## src/rtl/pce_pkg.sv

```systemverilog
// Shared types and constants for the pattern census engine.
// Holds the FSM state encoding and a small popcount helper used by the top.
package pce_pkg;

    localparam int unsigned NUM_BYTES = 32;
    localparam int unsigned PAT_ADDR  = 32;
    localparam int unsigned RES_ADDR  = 33;
    localparam int unsigned PAT_W     = 5;

    typedef enum logic [2:0] {
        StIdle,
        StLdPat,
        StScan,
        StWr0,
        StWr1,
        StWr2,
        StDone
    } state_e;

    function automatic logic [3:0] popcount8(input logic [7:0] v);
        logic [3:0] c;
        c = '0;
        for (int k = 0; k < 8; k++) begin
            c = c + {3'd0, v[k]};
        end
        return c;
    endfunction

endpackage

```

## src/rtl/window_match.sv

```systemverilog
// Combinational comparator: flags every 5-bit window of a 12-bit slice that equals pat.
// hit_o[k] corresponds to window slice_i[k+4:k], so hit_o[7] is [11:7] and hit_o[0] is [4:0].
module window_match
    import pce_pkg::*;
(
    input  logic [11:0]      slice_i,
    input  logic [PAT_W-1:0] pat_i,
    output logic [7:0]       hit_o
);

    always_comb begin
        hit_o = '0;
        for (int k = 0; k < 8; k++) begin
            hit_o[k] = (slice_i[k +: PAT_W] == pat_i);
        end
    end

endmodule

```

## src/rtl/pattern_count_engine.sv

```systemverilog
// Start/ack responder that counts 5-bit pattern occurrences in a 32-byte message held in
// data memory and writes the in-byte, byte-occupancy and whole-string counts back to memory.
module pattern_count_engine #(
    parameter int unsigned NUM_BYTES = pce_pkg::NUM_BYTES,
    parameter int unsigned PAT_ADDR  = pce_pkg::PAT_ADDR,
    parameter int unsigned RES_ADDR  = pce_pkg::RES_ADDR
) (
    input  logic       clk,
    input  logic       reset,
    input  logic       start,
    output logic       ack,
    output logic       busy,
    output logic [7:0] dm_addr,
    input  logic [7:0] dm_rd_data,
    output logic       dm_wr_en,
    output logic [7:0] dm_wr_data
);

    import pce_pkg::*;

    localparam int unsigned IDX_W = (NUM_BYTES > 1) ? $clog2(NUM_BYTES) : 1;
    localparam logic [IDX_W-1:0] LAST_IDX = IDX_W'(NUM_BYTES - 1);

    state_e           state_q, state_d;
    logic [PAT_W-1:0] pat_q, pat_d;
    logic [7:0]       prev_q, prev_d;
    logic [IDX_W-1:0] idx_q, idx_d;
    logic [7:0]       ctb_q, ctb_d;
    logic [7:0]       cto_q, cto_d;
    logic [7:0]       cts_q, cts_d;

    logic [7:0] cross_hit;
    logic [7:0] inb_hit_raw;
    logic [7:0] inb_hit;
    logic [3:0] cross_cnt;
    logic [3:0] inb_cnt;
    logic [3:0] cross_add;
    logic [3:0] inb_add;

    // Windows straddling the previous byte and the current one: {prev,b}[15:11] .. [8:4].
    window_match u_cross (
        .slice_i (
            {prev_q, dm_rd_data[7:4]}),
        .pat_i   (pat_q),
        .hit_o   (cross_hit)
    );

    // Windows fully inside the current byte; only the low four hits are meaningful.
    window_match u_inbyte (
        .slice_i ({4'b0000, dm_rd_data}),
        .pat_i   (pat_q),
        .hit_o   (inb_hit_raw)
    );

    always_comb begin
        inb_hit   = inb_hit_raw & 8'h0F;
        cross_cnt = popcount8(cross_hit);
        inb_cnt   = popcount8(inb_hit);
        // The first byte has no predecessor; the last byte's in-byte windows close the string.
        cross_add = (idx_q != '0) ? cross_cnt : 4'd0;
        inb_add   = (idx_q == LAST_IDX) ? inb_cnt : 4'd0;
    end

    always_comb begin
        state_d = state_q;
        pat_d   = pat_q;
        prev_d  = prev_q;
        idx_d   = idx_q;
        ctb_d   = ctb_q;
        cto_d   = cto_q;
        cts_d   = cts_q;

        unique case (state_q)
            StIdle: begin
                if (start) begin
                    state_d = StLdPat;
                end
            end
            StLdPat: begin
                pat_d   = dm_rd_data[7:3];
                prev_d  = '0;
                idx_d   = '0;
                ctb_d   = '0;
                cto_d   = '0;
                cts_d   = '0;
                state_d = StScan;
            end
            StScan: begin
                ctb_d  = ctb_q + {4'd0, inb_cnt};
                cto_d  = cto_q + {7'd0, (inb_hit != 8'd0)};
                cts_d  = cts_q + {4'd0, cross_add} + {4'd0, inb_add};
                prev_d = dm_rd_data;
                if (idx_q == LAST_IDX) begin
                    state_d = StWr0;
                end else begin
                    idx_d = idx_q + 1'b1;
                end
            end
            StWr0: state_d = StWr1;
            StWr1: state_d = StWr2;
            StWr2: state_d = StDone;
            StDone: begin
                if (start) begin
                    state_d = StLdPat;
                end
            end
            default: state_d = StIdle;
        endcase
    end

    always_ff @(posedge clk) begin
        if (reset) begin
            state_q <= StIdle;
            pat_q   <= '0;
            prev_q  <= '0;
            idx_q   <= '0;
            ctb_q   <= '0;
            cto_q   <= '0;
            cts_q   <= '0;
        end else begin
            state_q <= state_d;
            pat_q   <= pat_d;
            prev_q  <= prev_d;
            idx_q   <= idx_d;
            ctb_q   <= ctb_d;
            cto_q   <= cto_d;
            cts_q   <= cts_d;
        end
    end

    // Memory port mux and status, all decoded from the registered state.
    always_comb begin
        dm_addr    = 8'd0;
        dm_wr_en   = 1'b0;
        dm_wr_data = 8'd0;
        ack        = 1'b0;
        busy       = 1'b0;

        unique case (state_q)
            StIdle: begin
            end
            StLdPat: begin
                dm_addr = 8'(PAT_ADDR);
                busy    = 1'b1;
            end
            StScan: begin
                dm_addr = 8'(idx_q);
                busy    = 1'b1;
            end
            StWr0: begin
                dm_addr    = 8'(RES_ADDR);
                dm_wr_en   = 1'b1;
                dm_wr_data = ctb_q;
                busy       = 1'b1;
            end
            StWr1: begin
                dm_addr    = 8'(RES_ADDR + 1);
                dm_wr_en   = 1'b1;
                dm_wr_data = cto_q;
                busy       = 1'b1;
            end
            StWr2: begin
                dm_addr    = 8'(RES_ADDR + 2);
                dm_wr_en   = 1'b1;
                dm_wr_data = cts_q;
                busy       = 1'b1;
            end
            StDone: begin
                ack = 1'b1;
            end
            default: begin
            end
        endcase
    end

endmodule

```

## config.mk

```make
export PLATFORM = sky130hd
export DESIGN_NAME = pattern_count_engine
export DESIGN_NICKNAME = d
export VERILOG_FILES = /design/src/rtl/pce_pkg.sv /design/src/rtl/window_match.sv /design/src/rtl/pattern_count_engine.sv
export SDC_FILE = /design/constraint.sdc
export NUM_CORES = 1
export LEC_CHECK = 0
export ABC_AREA = 1
export ABC_CLOCK_PERIOD_IN_PS = 6890
export CAP_MARGIN = 20
export CORE_UTILIZATION = 62
export CTS_BUF_LIST = sky130_fd_sc_hd__clkbuf_8
export DETAILED_ROUTE_END_ITERATION = 10
export PLACE_DENSITY_LB_ADDON = 0.12
export SKIP_CTS_REPAIR_TIMING = 1
export SLEW_MARGIN = 20
export SYNTH_ARGS = -nofsm -noshare
export SYNTH_HDL_FRONTEND = slang
export SYNTH_HIERARCHICAL = 1
export SYNTH_SLANG_ARGS = --single-unit
```

## constraint.sdc

```tcl
create_clock -name clk -period 6.89 [get_ports clk]
set_input_delay 2.067 -clock clk [delete_from_list [all_inputs] [get_ports clk]]
set_output_delay 2.067 -clock clk [all_outputs]
set_load 0.1 [all_outputs]
```

# Yosys cells after proc, flatten, opt, wreduce, memory -nomap -nowiden
# Cells that the tools add are included.
# Widths: inputs -> output; s select.
# op_classes
order_cmp,0
div_mod_pow,0
eq_ne,22
mux,16
reduce_logical,9
n_addsub,15
n_bitwise,0
mul,0
n_shift,0
# ops
op,n
$pmux 8 s2,4
$eq 5x5->1,12
$pmux 6 s5,1
$add 8x4->8,3
$pmux 8 s3,1
$pmux 3 s6,1
$add 4x1->4,4
$pmux 5 s2,1
$eq 3x3->1 const B,3
$add 3x1->4,2
$add 8x1->8,1
$mux 4,2
$reduce_bool 8->1,1
$add 2x1->3,2
$eq 3x2->1 const B,2
$mux 3,2
$add 5x1->5 const B,1
$eq 5x5->1 const B,1
$mux 5,1
$reduce_bool 5->1,1
$reduce_or 5->1,1
$add 1x1->2,2
$ne 2x2->1 const B,2
$reduce_and 2->1,2
7 further kinds,9
# word_totals
latchBits,0
ram_bits,0
elab_cells,69
out_inout_bits,19
memories,0
input_bits,11
register_bits,45
rom_bits,0

# Depth between registers and ports, before layout
# logic_depth
ltp_word,12
mapped_depth,25
depth_no_buf,24

# Cells and area by module
# Netlist, hierarchy kept.
# modules_own_cells
mod,seq_area_each_um2,cells_each,area_per_inst_um2,n_inst
pattern_count_engine,900.9,420,2876.5,1
window_match,0.0,119,651.9,2

# Worst setup path before layout
# OpenSTA, ideal clock, no wires.
# synth_path
path_kind,input to register
startpoint,in dm_rd_data[7]
endpoint,reg cts_q[5]
path_buffers,1
t_arrival_ns,6.264
path_slack_ns,0.511
setup_ns,0.115
stages,21
path_cell_list,clkbuf_2 xnor2_1 nand2_1 nor2_1 inv_1 fa_1 fa_1 fa_1 inv_1 ha_1 fa_1 inv_1 nor2_1 fa_1 ha_1 inv_1 fa_1 o21bai_1 nand3_1 nand2_1 nor2_1
# synth_between
elab_chain_len,12
word_cells_on_any_way,18
classes_between,add/sub (10); eq/ne (5); mux (3)
# synth_rtl
item,line,source
start: declaration,pattern_count_engine.sv:14,"input logic [7:0] dm_rd_data,"
$eq 5x5->1,window_match.sv:14,hit_o[k] = (slice_i[k +: PAT_W] == pat_i);
named net cross_hit[0],pattern_count_engine.sv:32,logic [7:0] cross_hit;
$add 1x1->2,pce_pkg.sv:24,"c = c + {3'd0, v[k]};"
$add 2x1->3,pce_pkg.sv:24,
$add 3x1->4,pce_pkg.sv:24,
$add 4x1->4 (4 in series),pce_pkg.sv:24,
$mux 4,pattern_count_engine.sv:60,cross_add = (idx_q != '0) ? cross_cnt : 4'd0;
$add 8x4->8 (2 in series),pattern_count_engine.sv:91,"cts_d = cts_q + {4'd0, cross_add} + {4'd0, inb_add};"
$pmux 8 s2,pattern_count_engine.sv:73,unique case (state_q)
end signal: assignment,pattern_count_engine.sv:127,cts_q <= cts_d;
end: declaration,pattern_count_engine.sv:30,"logic [7:0] cts_q, cts_d;"
# The timed path passes the listed nets, and every way through them passes these cells.
# A chain may end at the register's enable or synchronous reset.

# Worst setup path in the final report
# layout_path
startpoint,in dm_rd_data[4]
endpoint,reg cts_q[5]
# Same word-level chain as after synthesis.

==> impl_metrics.json <==
{
  "area_growth_pct": 6.58,
  "initial_core_util": 0.651,
  "p_leak_nw": 1.91,
  "via_count": 3733,
  "fin_crit_ns": 6.61,
  "maxUsedRoutingLayer": "met4",
  "startpoint_type": "input port",
  "track_usage": 0.295,
  "clockBufferDepth": 2,
  "worstReg2RegStart": "pat_q[2]",
  "wl_met1_um": 4220,
  "grt_max_degree": 33,
  "fp.dieW_um": 81.5,
  "io_pins": 30,
  "dp_worst_setup_slack_ns": -0.256,
  "synthCells": 606,
  "drv_slew": 0,
  "ant_nets": 0,
  "avgSynthCellArea_sq_um": 6.47,
  "finalWorstSetupSlack_ns": 0.283,
  "clkLatencyLatePin_ns": 0.30,
  "drt_iter0_drc": 185,
  "critPathCaptureType": "register",
  "num_antenna_cells": 0,
  "dp_cells": 685,
  "die_area_sq_mm": 0.00664,
  "cts_root_buf": "clkbuf_8",
  "coreArea_sq_mm": 0.00603,
  "avgViaCountPerCell": 5.39,
  "rrSetupSlack_ns": 1.67,
  "critPathRequiredTime_ns": 7.10,
  "hold_viol_final": 0,
  "crit_buf_inv": 5,
  "rows": 28,
  "grt_pass1_wl_um": 15100,
  "grt_pass1_vias": 3363,
  "rr_worst_depth": 20,
  "slew_headroom": 0.343,
  "final_cells": 693,
  "hold_path.class": "reg2reg",
  "wl_met2_um": 4470,
  "cts_tree": "yes",
  "cp_top_family": "adder cells",
  "antenna_found_initial": 0,
  "ir_drop_mv": 0.485,
  "nets": 657,
  "yosys_warnings": 6,
  "reg2reg_to": "cts_q[5]",
  "finalSetupViolations": 0,
  "wl_met3_um": 406,
  "hold-path-cell-count": 2,
  "fillers": 538,
  "seq_area_sq_um": 901,
  "fmax_mhz": 151,
  "routabilityCongestion": 0.879,
  "cts_buffers": 5,
  "rsz0062_at_grt": "false",
  "power_density_mw_per_mm2": 348,
  "dp_hpwl_um": 6780,
  "cap_violations": 0,
  "cts.sinks": 45,
  "multi_input_area_sq_mm": 0.00240,
  "drc_errors": 0,
  "hold_end": "prev_q[7]",
  "clkTransAtPathRegs_ns": 0.09,
  "cp.arrival_ns": 6.81,
  "drive_gt1_frac": 0.0647,
  "gr-total-overflow": 0,
  "crit_slowest_cell": "fa_1",
  "crit_path_max_incr_delay_ns": 0.55,
  "cp_max_fo": 3,
  "finalWirelength_um": 9220,
  "worstSetupPathType": "in2reg",
  "netlist_area_sq_mm": 0.00392,
  "wl_per_cell_um": 13.3,
  "outcome": "completed",
  "finalCritPeriodShare": 0.959,
  "die_y_um": 81.5,
  "fin_worst_skew_ns": 0.00515,
  "worstMarginPinSlew_ns": 0.983,
  "drt_first_pass_iters": 6,
  "path_cells": "clkdlybuf4s50_1 > xnor2_1 > nand2_1 > nor2_1 > inv_1 > fa_1 > fa_1 > fa_1 > inv_1 > ha_1 > fa_1 > inv_1 > nor2_1 > fa_1 > ha_1 > inv_1 > fa_2 > o21bai_1 > nand3_1 > nand2_1 > nor2_1",
  "hold_start": "prev_q[7]",
  "portBuffers": 27,
  "crit_top_cell": "fa_1",
  "htreeDepth": 2
}
==> where the power goes <==
part,switching [mW],internal (mW)
combinational,0.608,0.320
clock,0.0943,0.0691
sequential,0.0746,0.290
==> worst reg2reg max path: cells and delay by family (launching register included) <==
kind / cells / cell delay [ns]
AOI/OAI and AO/OA: 1 / 0.19
xor gates and xnor gates: 1 / 0.20
adders and majority gates: 8 / 3.22
buffers and inverters: 4 / 0.23
DFF: 1 / 0.84
and+or+nand+nor: 6 / 0.45
==> placed cells by master (no fill, tap or decap), drive strengths merged <==
cell             n
inv             85
clkdlybuf4s50   24
buf             10
nor3b            1
or2              2
o21ai            9
a21boi           2
a21oi           32
o21bai           1
nor3             7
nand2          211
conb             2
o22ai            2
fa              10
nor2            50
o21a             1
dfxtp           45
nand3           42
dlymetal6s2s     3
ha              19
o211ai           4
a31oi            1
clkinv           4
nand4            4
a22oi            2
xnor2           38
clkbuf           5
o221ai           2
==> sequential cells by signal, indices dropped and copies added, names as in the netlist <==
register  flops
ctb_q         8
cto_q         8
cts_q         8
idx_q         5
pat_q         5
prev_q        8
state_q       3
==> how the worst max path moves through the flow <==
stage                             start  endpoint  slack [ns]  cells past startpoint
after detailed placement  dm_rd_data[7]  cts_q[5]       -0.26                     21
final                     dm_rd_data[4]  cts_q[5]        0.28                     21
after global routing      dm_rd_data[4]  cts_q[2]        0.03                     20
after floorplan           dm_rd_data[7]  cts_q[5]        0.51                     21
after global placement    dm_rd_data[7]  cts_q[5]       -0.13                     21
after CTS                 dm_rd_data[7]  cts_q[5]        0.05                     21
==> final cells by class <==
type / count / area share
Clock buffer: 5 / 0.0165
Sequential cell: 45 / 0.216
Timing Repair Buffer: 37 / 0.0845
Multi-Input combinational cell: 442 / 0.576
Clock inverter: 3 / 0.00329
Tap cell: 75 / 0.0225
Inverter: 86 / 0.0821
==> routing by layer <==
| layer | global-route usage | vias to the layer above |
|---|---|---|
| met3 | 0.0367 | 14 |
| met5 | 0 | - |
| li1 | - | 1885 |
| met1 | 0.357 | 1732 |
| met4 | 0.0911 | 0 |
| met2 | 0.539 | 102 |
==> per-stage QoR <==
| stage | hold WS (ns) | power, mW | instance area (sq um) | util | TNS [ns] |
|---|---|---|---|---|---|
| after floorplan | 0.440 | 1.13 | 3920 | - | 0 |
| after global placement | 0.467 | 1.27 | 4090 | 0.678 | -0.250 |
| after detailed placement | 0.474 | 1.30 | 4090 | 0.678 | -0.790 |
| after CTS | 0.486 | 1.46 | 4170 | 0.692 | 0 |
| after global routing | 0.515 | 1.60 | 4180 | 0.693 | 0 |
| final | 0.484 | 1.46 | 4180 | 0.693 | 0 |
(Power assumes the default switching activity.)
